--- src/rtl/dmem_arbiter.sv ---
// Two-port (core/debug) arbiter and access sequencer for the single-port data memory.
// Define DMEM_ARB_RR_EN for round-robin arbitration; default is fixed priority with a HOLD_MAX starvation guard.
module dmem_arbiter #(
   parameter int ADDR_W   = 32,
   parameter int DATA_W   = 32,
   parameter int MEM_LAT  = 1,
   parameter int HOLD_MAX = 8
) (
   input  logic                clk,
   input  logic                reset,
   input  logic                c_req_valid,
   output logic                c_req_ready,
   input  logic                c_req_we,
   input  logic [ADDR_W-1:0]   c_req_addr,
   input  logic [DATA_W-1:0]   c_req_wdata,
   input  logic [DATA_W/8-1:0] c_req_be,
   output logic                c_rsp_valid,
   output logic [DATA_W-1:0]   c_rsp_rdata,
   input  logic                d_req_valid,
   output logic                d_req_ready,
   input  logic                d_req_we,
   input  logic [ADDR_W-1:0]   d_req_addr,
   input  logic [DATA_W-1:0]   d_req_wdata,
   input  logic [DATA_W/8-1:0] d_req_be,
   output logic                d_rsp_valid,
   output logic [DATA_W-1:0]   d_rsp_rdata,
   output logic                mem_en,
   output logic                mem_we,
   output logic [ADDR_W-1:0]   mem_addr,
   output logic [DATA_W-1:0]   mem_wdata,
   output logic [DATA_W/8-1:0] mem_be,
   input  logic [DATA_W-1:0]   mem_rdata,
   output logic                busy,
   output logic                grant_id
);

   typedef enum logic [1:0] {IDLE, ISSUE, WAIT, RESP} state_t;

   state_t            state;
   state_t            state_next;
   logic [1:0]        lat_cnt;
   logic [DATA_W-1:0] rsp_data;
   logic              core_first;
   logic              c_win;
   logic              accept;

`ifdef DMEM_ARB_RR_EN
   // Pointer holds the last granted id; the other requester wins a tie.
   logic rr_ptr;
   assign core_first = rr_ptr;
`else
   logic [7:0] hold_cnt;
   assign core_first = (hold_cnt != 8'(HOLD_MAX));
`endif

   always_ff @(posedge clk) begin
      if (reset) begin
         state <= IDLE;
      end else begin
         state <= state_next;
      end
   end

   // Ready only in IDLE and never while reset is high; responses go to the latched owner.
   always_comb begin
      state_next  = state;
      c_win       = c_req_valid && (core_first || !d_req_valid);
      c_req_ready = 1'b0;
      d_req_ready = 1'b0;
      c_rsp_valid = 1'b0;
      d_rsp_valid = 1'b0;
      c_rsp_rdata = '0;
      d_rsp_rdata = '0;
      case (state)
         IDLE: begin
            c_req_ready = c_win && !reset;
            d_req_ready = d_req_valid && !c_win && !reset;
            if (c_req_ready || d_req_ready) begin
               state_next = ISSUE;
            end
         end
         ISSUE: state_next = mem_we ? RESP : WAIT;
         WAIT: begin
            if (lat_cnt == 2'd0) begin
               state_next = RESP;
            end
         end
         RESP: begin
            c_rsp_valid = !grant_id;
            d_rsp_valid = grant_id;
            c_rsp_rdata = grant_id ? '0 : rsp_data;
            d_rsp_rdata = grant_id ? rsp_data : '0;
            state_next  = IDLE;
         end
         default: state_next = IDLE;
      endcase
   end

   assign accept = c_req_ready || d_req_ready;
   assign busy   = (state != IDLE);

   // mem_we is only high in ISSUE, so it doubles as the write/read selector there.
   always_ff @(posedge clk) begin
      if (reset) begin
         mem_en    <= 1'b0;
         mem_we    <= 1'b0;
         mem_addr  <= '0;
         mem_wdata <= '0;
         mem_be    <= '0;
         grant_id  <= 1'b0;
         rsp_data  <= '0;
         lat_cnt   <= '0;
`ifdef DMEM_ARB_RR_EN
         rr_ptr    <= 1'b1;
`else
         hold_cnt  <= '0;
`endif
      end else begin
         mem_en <= accept;
         mem_we <= accept && (d_req_ready ? d_req_we : c_req_we);
         if (accept) begin
            mem_addr  <= d_req_ready ? d_req_addr  : c_req_addr;
            mem_wdata <= d_req_ready ? d_req_wdata : c_req_wdata;
            mem_be    <= d_req_ready ? d_req_be    : c_req_be;
            grant_id  <= d_req_ready;
            rsp_data  <= '0;
`ifdef DMEM_ARB_RR_EN
            rr_ptr    <= d_req_ready;
`else
            if (d_req_ready || !d_req_valid) begin
               hold_cnt <= '0;
            end else if (hold_cnt != 8'hFF) begin
               hold_cnt <= hold_cnt + 8'd1;
            end
`endif
         end
         if (state == ISSUE) begin
            lat_cnt <= 2'(MEM_LAT - 1);
         end else if (state == WAIT && lat_cnt != 2'd0) begin
            lat_cnt <= lat_cnt - 2'd1;
         end
         if (state == WAIT && lat_cnt == 2'd0) begin
            rsp_data <= mem_rdata;
         end
      end
   end

endmodule
--- config.mk ---
export PLATFORM = sky130hd
export DESIGN_NAME = dmem_arbiter
export DESIGN_NICKNAME = d
export VERILOG_FILES = /design/src/rtl/dmem_arbiter.sv
export SDC_FILE = /design/constraint.sdc
export NUM_CORES = 1
export LEC_CHECK = 0
export BUFFER_PORTS_ARGS = -buffer_cell sky130_fd_sc_hd__buf_4
export CAP_MARGIN = 20
export CORE_AREA = 2 2 123 125
export DETAILED_ROUTE_END_ITERATION = 6
export DIE_AREA = 0 0 125 127
export PLACE_DENSITY = 0.84
export REMOVE_ABC_BUFFERS = 1
export SLEW_MARGIN = 20
export SYNTH_ARGS = -nofsm -noshare
export SYNTH_HDL_FRONTEND = slang
export SYNTH_SLANG_ARGS = --single-unit
--- constraint.sdc ---
create_clock -name clk -period 2.1 [get_ports clk]
set_input_delay 0.42 -clock clk [delete_from_list [all_inputs] [get_ports clk]]
set_output_delay 0.42 -clock clk [all_outputs]
set_load 0.01 [all_outputs]
==> impl_metrics.ini, run 1 <==
[cts]
clkTransAtPathRegs_ps = 50
cts_buffers = 17
clk_path_buf_depth = 2
cts_sinks = 115
cts_max_level = 4
tritoncts = yes
cts-root-buf = clkbuf_16
insertion_delay_ps = 410

[sta]
hold_violations = 0
relSlewSlack_pct = 54.2
worst_slew_pin_slew_ps = 687
drv_slew = 0
finalCriticalPeriod_ps = 2410
setup_viol = 66
whs_ps = 261
fmax_mhz = 414
finalClockSkew_ps = 7.29
finalWorstSetupSlack_ps = -313
period_share_pct = 115
grt_setup_unrepaired = yes

[synth]
synth_cell_types = 35
synthTopCellsByArea = dfxtp_1 (42%), mux2i_1 (13%), a211oi_1 (9.6%)
synth_area_um2 = 5420
syn_area_per_cell_um2 = 8.66
ys_seq_area_share_pct = 42.5
synth_top_area_share_pct = 42.5
syn_inst = 626
yosys_warnings = 0
ys_ff_latch = 115
synth_top_area_cell = dfxtp_1

[setup_path]
arrival_ps = 1990
rrSetupSlack_ps = -270
crit_path_end_kind = output port
reg2regPathDepth = 9
rr_startpoint = hold_cnt[2]
startpoint = hold_cnt[2]
worst-setup-path-type = register to output port
cp-start-kind = register
required_ps = 1680
worstPathMaxFanout = 2
r2r-end = mem_addr[6]

[floorplanning]
die_area_um2 = 15900
die_width_um = 125
start_util_pct = 37.6
core-area_um2 = 14400
die_h_um = 127
io_pins = 314
placementRows = 44

[cells_and_area]
layout.nets = 1125
layout.cells.non_filler = 1141
drive_gt1_share_pct = 46.9
final_util_pct = 64.0
final_common_cell = buf_4
synthToLayoutAreaGrowth_pct = 70.2
antennaDiodeCount = 0
layout_common_cells = buf_4 (332), dfxtp_1 (112), nor2_1 (74)

[min_path]
hp-class = input pin to register
hold_depth = 3
hold_start = mem_rdata[26]
min_to = rsp_data[26]

[placed_design]
gp_congestion = 0.822
io_buffers = 313
dp_cells = 1096
dp_hpwl_um = 13000
pre_cts_ws_ps = -92.0

[global_route]
grt.overflow.total = 0
grt_pass1_wl_um = 27500
grt_pass1_vias = 5431
antenna_found_initial = 0
grt_util_all_layers_pct = 21.6
grt_max_degree = 100

[status]
status = finished with violations
violations = negative setup slack

[route]
routedWlPerCell_um = 16.3
finalWirelength_um = 18600
via_per_inst = 5.08
ant_nets = 0
drt_pass1_iterations = 4
drcViolationCount = 0
via_count = 5794
drt_iter0_markers = 226

[power]
p_per_area_nw_per_um2 = 1000
peakVddDrop_mv = 0.560
power.static_leakage_uw = 0.00443
power_uw = 9250

[job]
cap_violations = 0
[cell usage after synthesis]
cell type,count
dfxtp_1,115
nor2_1,75
a211oi_1,69
mux2i_1,69
clkbuf_1,43
a21oi_1,42
nand2_1,42
nand3_1,40
and2_1,34
and3_1,33
inv_1,12
buf_6,7
ha_1,7
buf_1,6
nand2b_1,4
nor3_1,3
o21ai_0,3
o32ai_1,3
a2111oi_0,2
nor2b_1,2
a21boi_1,1
a22oi_1,1
a31oi_1,1
a41oi_1,1
buf_2,1
nand4_1,1
o21ai_1,1
o21bai_1,1
o31a_1,1
o31ai_1,1
o41ai_1,1
o41ai_4,1
or2_2,1
or4b_4,1
xnor2_1,1
[metal layers]
layer	GRT usage (%)	part of all wire, %
met2	39.4	53
met3	4.77	6.4
met4	10.5	3.0
met1	23.9	37
met5	0	0
[registers in the layout (all words and copies together), names as in the netlist]
name / count
mem_addr: 32
mem_wdata: 32
rsp_data: 32
hold_cnt: 8
mem_be: 4
lat_cnt: 2
state: 2
grant_id: 1
mem_en: 1
mem_we: 1
[cell type report]
| cell class | count | area (um2) |
|---|---|---|
| timing repair buffer | 356 | 2860 |
| fill | 1170 | 5190 |
| inverter | 12 | 50.0 |
| clock inverter | 12 | 204 |
| multi-input combinational | 442 | 3120 |
| sequential | 115 | 2310 |
| tap | 184 | 230 |
| clock buffer | 20 | 457 |
[per-stage QoR]
step	setup TNS [ps]	instance area, um2
final	-8210	9230
after global routing	-12960	9230
after CTS	-6380	8860
after detailed placement	-2210	8020
after global placement	-28.0	8020
after floorplan	-212890	5150
[logic make-up (layout without fill, tap and decap cells)]
family                     count (synthesis)  in the layout  synth area share (%)
and+or+nand+nor                          236            236                  21.0
AOI/OAI and AO/OA                        129            129                  16.3
muxes                                     69             69                  12.7
adders and majority gates                  7              7                  1.62
buffers and inverters                     69            400                  5.77
DFF                                      115            115                  42.5
xor gates and xnor gates                   1              1                 0.162
[report_power, final]
part	total, uW	internal, uW	switching (uW)
combinational	3150	1480	1670
sequential	2910	2640	269
clock	3190	2170	1020
[worst max-delay path, stage by stage, from the launching register on]
cell and delay, ps:
dfxtp_2 320, or4b_4 550, o41ai_4 300, nand3_4 130, buf_12 160, inv_4 40
buf_6 80
[what timing repair did]
item                       CTS  global route
cloned                       1             3
gates resized for setup     32            58
setup buffers                6             5
hold buffers                 0             0
pin swaps                   46            18
setup endpoints to repair   67           120
[worst max-delay path by stage]
stage                        end  cells past startpoint  slack [ps]
global route         d_req_ready                      6        -370
CTS                  d_req_ready                      6        -320
global placement          mem_we                      6         -20
detailed placement  mem_addr[24]                      7         -90
floorplan            mem_addr[0]                      5       -2580
finish               d_req_ready                      6        -310
No activity file was read; power rests on OpenSTA's default activity.
==> run 2, diff against run 1 <==
--- a/config.mk
+++ b/config.mk
@@ -6,4 +6,5 @@
 export NUM_CORES = 1
 export LEC_CHECK = 0
+export ABC_CLOCK_PERIOD_IN_PS = 2100
 export BUFFER_PORTS_ARGS = -buffer_cell sky130_fd_sc_hd__buf_4
 export CAP_MARGIN = 20
==> constraint.sdc (replaced) <==
create_clock -name clk -period 2.1 [get_ports clk]
set_input_delay 0.105 -clock clk [delete_from_list [all_inputs] [get_ports clk]]
set_output_delay 0.105 -clock clk [all_outputs]
set_load 0.01 [all_outputs]
==> impl_metrics.ini, run 2 (synthesis gave the netlist of run 1 again) <==
[route]
drt_pass1_iterations = 4
via_per_inst = 5.04
routedWlPerCell_um = 15.9
drcViolationCount = 0
ant_nets = 0
finalWirelength_um = 18500
via_count = 5867
drt_iter0_markers = 201

[floorplanning]
placementRows = 44
io_pins = 314
die_h_um = 127
die_width_um = 125
core-area_um2 = 14400
start_util_pct = 37.6
die_area_um2 = 15900

[global_route]
antenna_found_initial = 0
grt_pass1_vias = 5773
grt.overflow.total = 0
grt_util_all_layers_pct = 22.5
grt_max_degree = 68
grt_pass1_wl_um = 28900

[sta]
grt_setup_unrepaired = yes
setup_viol = 6
hold_violations = 0
period_share_pct = 103
finalWorstSetupSlack_ps = -55.4
finalCriticalPeriod_ps = 2160
finalClockSkew_ps = 6.79
drv_slew = 0
fmax_mhz = 464
relSlewSlack_pct = 52.5
worst_slew_pin_slew_ps = 713

[setup_path]
cp-start-kind = register
crit_path_end_kind = register
crit_chain = or4b_4 > o41ai_4 > nand3_4 > buf_6 > buf_12 > mux2i_4 > a211oi_2
required_ps = 2420
worstPathMaxFanout = 14
cp_num_buf_inv = 2
worst-setup-path-type = register to register
arrival_ps = 2470
cpPeakStageDelay_ps = 550
critPathSlowestCell = or4b_4
path_delay_family = simple AND/OR/NAND/NOR gates

[cells_and_area]
postLayoutCellArea_um2 = 9210
top_regs = mem_addr (32), mem_wdata (32), rsp_data (32)
synthToLayoutAreaGrowth_pct = 69.9
final_util_pct = 63.8
drive_gt1_share_pct = 41.6
layout.nets = 1148
layout.cells.non_filler = 1164
final_common_cell = buf_4
antennaDiodeCount = 0
layout_common_cells = buf_4 (333), dfxtp_1 (114), nor2_1 (72)
num-fill-cells = 1142

[power]
peakVddDrop_mv = 0.517
p_per_area_nw_per_um2 = 955
power_uw = 8800
power.static_leakage_uw = 0.00451

[cts]
cts_max_level = 4
cts_sinks = 115
clkTransAtPathRegs_ps = 50
clk_path_buf_depth = 2
insertion_delay_ps = 400
tritoncts = yes
cts_buffers = 17
cts-root-buf = clkbuf_16

[placed_design]
placed_area_um2 = 8050
dp_cells = 1094
gp_congestion = 0.820
io_buffers = 313
dp_hpwl_um = 13000

[status]
status = finished with violations
violations = negative setup slack

[job]
cap_violations = 0

[min_path]
hp-class = input pin to register
run 2: cell types whose count changed in the layout (fill, tap and decap cells not counted), moves of 8 or more:
| cell | before | now |
|---|---|---|
| mux2i_2 | 15 | 7 |
| mux2i_1 | 51 | 60 |
| buf_6 | 13 | 3 |
| a211oi_1 | 51 | 62 |
| a211oi_2 | 18 | 7 |
| dlygate4sd3_1 | 0 | 32 |
run 2: repair_timing:
action | 4_1_cts | 5_1_grt
pin swaps | 42 | 19
hold endpoints to repair | 32 | 0
gates cloned | 1 | 0
setup buffers | 5 | 0
setup endpoints to repair | 60 | 78
resized for setup | 17 | 28
hold buffers | 32 | 0
run 2: routing by layer:
layer | track usage, % | share of wire [%] | up-vias
met5 | 0 | 0 | -
met4 | 10.5 | 3.6 | 0
met3 | 4.77 | 7.0 | 45
met2 | 40.9 | 51 | 268
met1 | 25.2 | 39 | 2661
li1 | - | - | 2893
run 2: area by class of cell:
class	instances	area (um2)	area share, %
Multi-Input combinational cell	442	2960	32.2
Timing Repair Buffer	379	3080	33.4
Tap cell	184	230	2.50
Inverter	12	52.6	0.571
Clock buffer	23	478	5.19
Clock inverter	9	104	1.13
Sequential cell	115	2300	25.0
run 2: worst paths after layout:
check             slack, ps            to     startpoint  cells past startpoint
setup / recovery        -60  mem_wdata[9]    hold_cnt[4]                      7
hold / removal           40   mem_addr[8]  d_req_addr[8]                      3
setup reg to reg        -60  mem_wdata[9]    hold_cnt[4]                      7
hold reg to reg         480  rsp_data[22]   rsp_data[22]                      2
run 2: tightest hold or removal path, delay by kind of cell:
kind                   cells  cell delay, ps
buffers and inverters      1             100
AO/OA/AOI/OAI              1              80
multiplexers               1             110
run 2: power by group:
part / internal (uW) / total [uW] / switching [uW]
registers: 2640 / 2900 / 261
clock network: 1830 / 2810 / 977
logic: 1460 / 3090 / 1620
total: 5940 / 8800 / 2860
run 2: through the flow:
step | setup slack, ps | TNS, ps | hold WS (ps)
final | -55.4 | -157 | 44.7
after global routing | -107 | -3150 | 33.7
after CTS | -79.2 | -727 | 30.6
after detailed placement | -75.8 | -948 | 361
after global placement | -52.6 | -107 | 352
after floorplan | -2580 | -202410 | 174
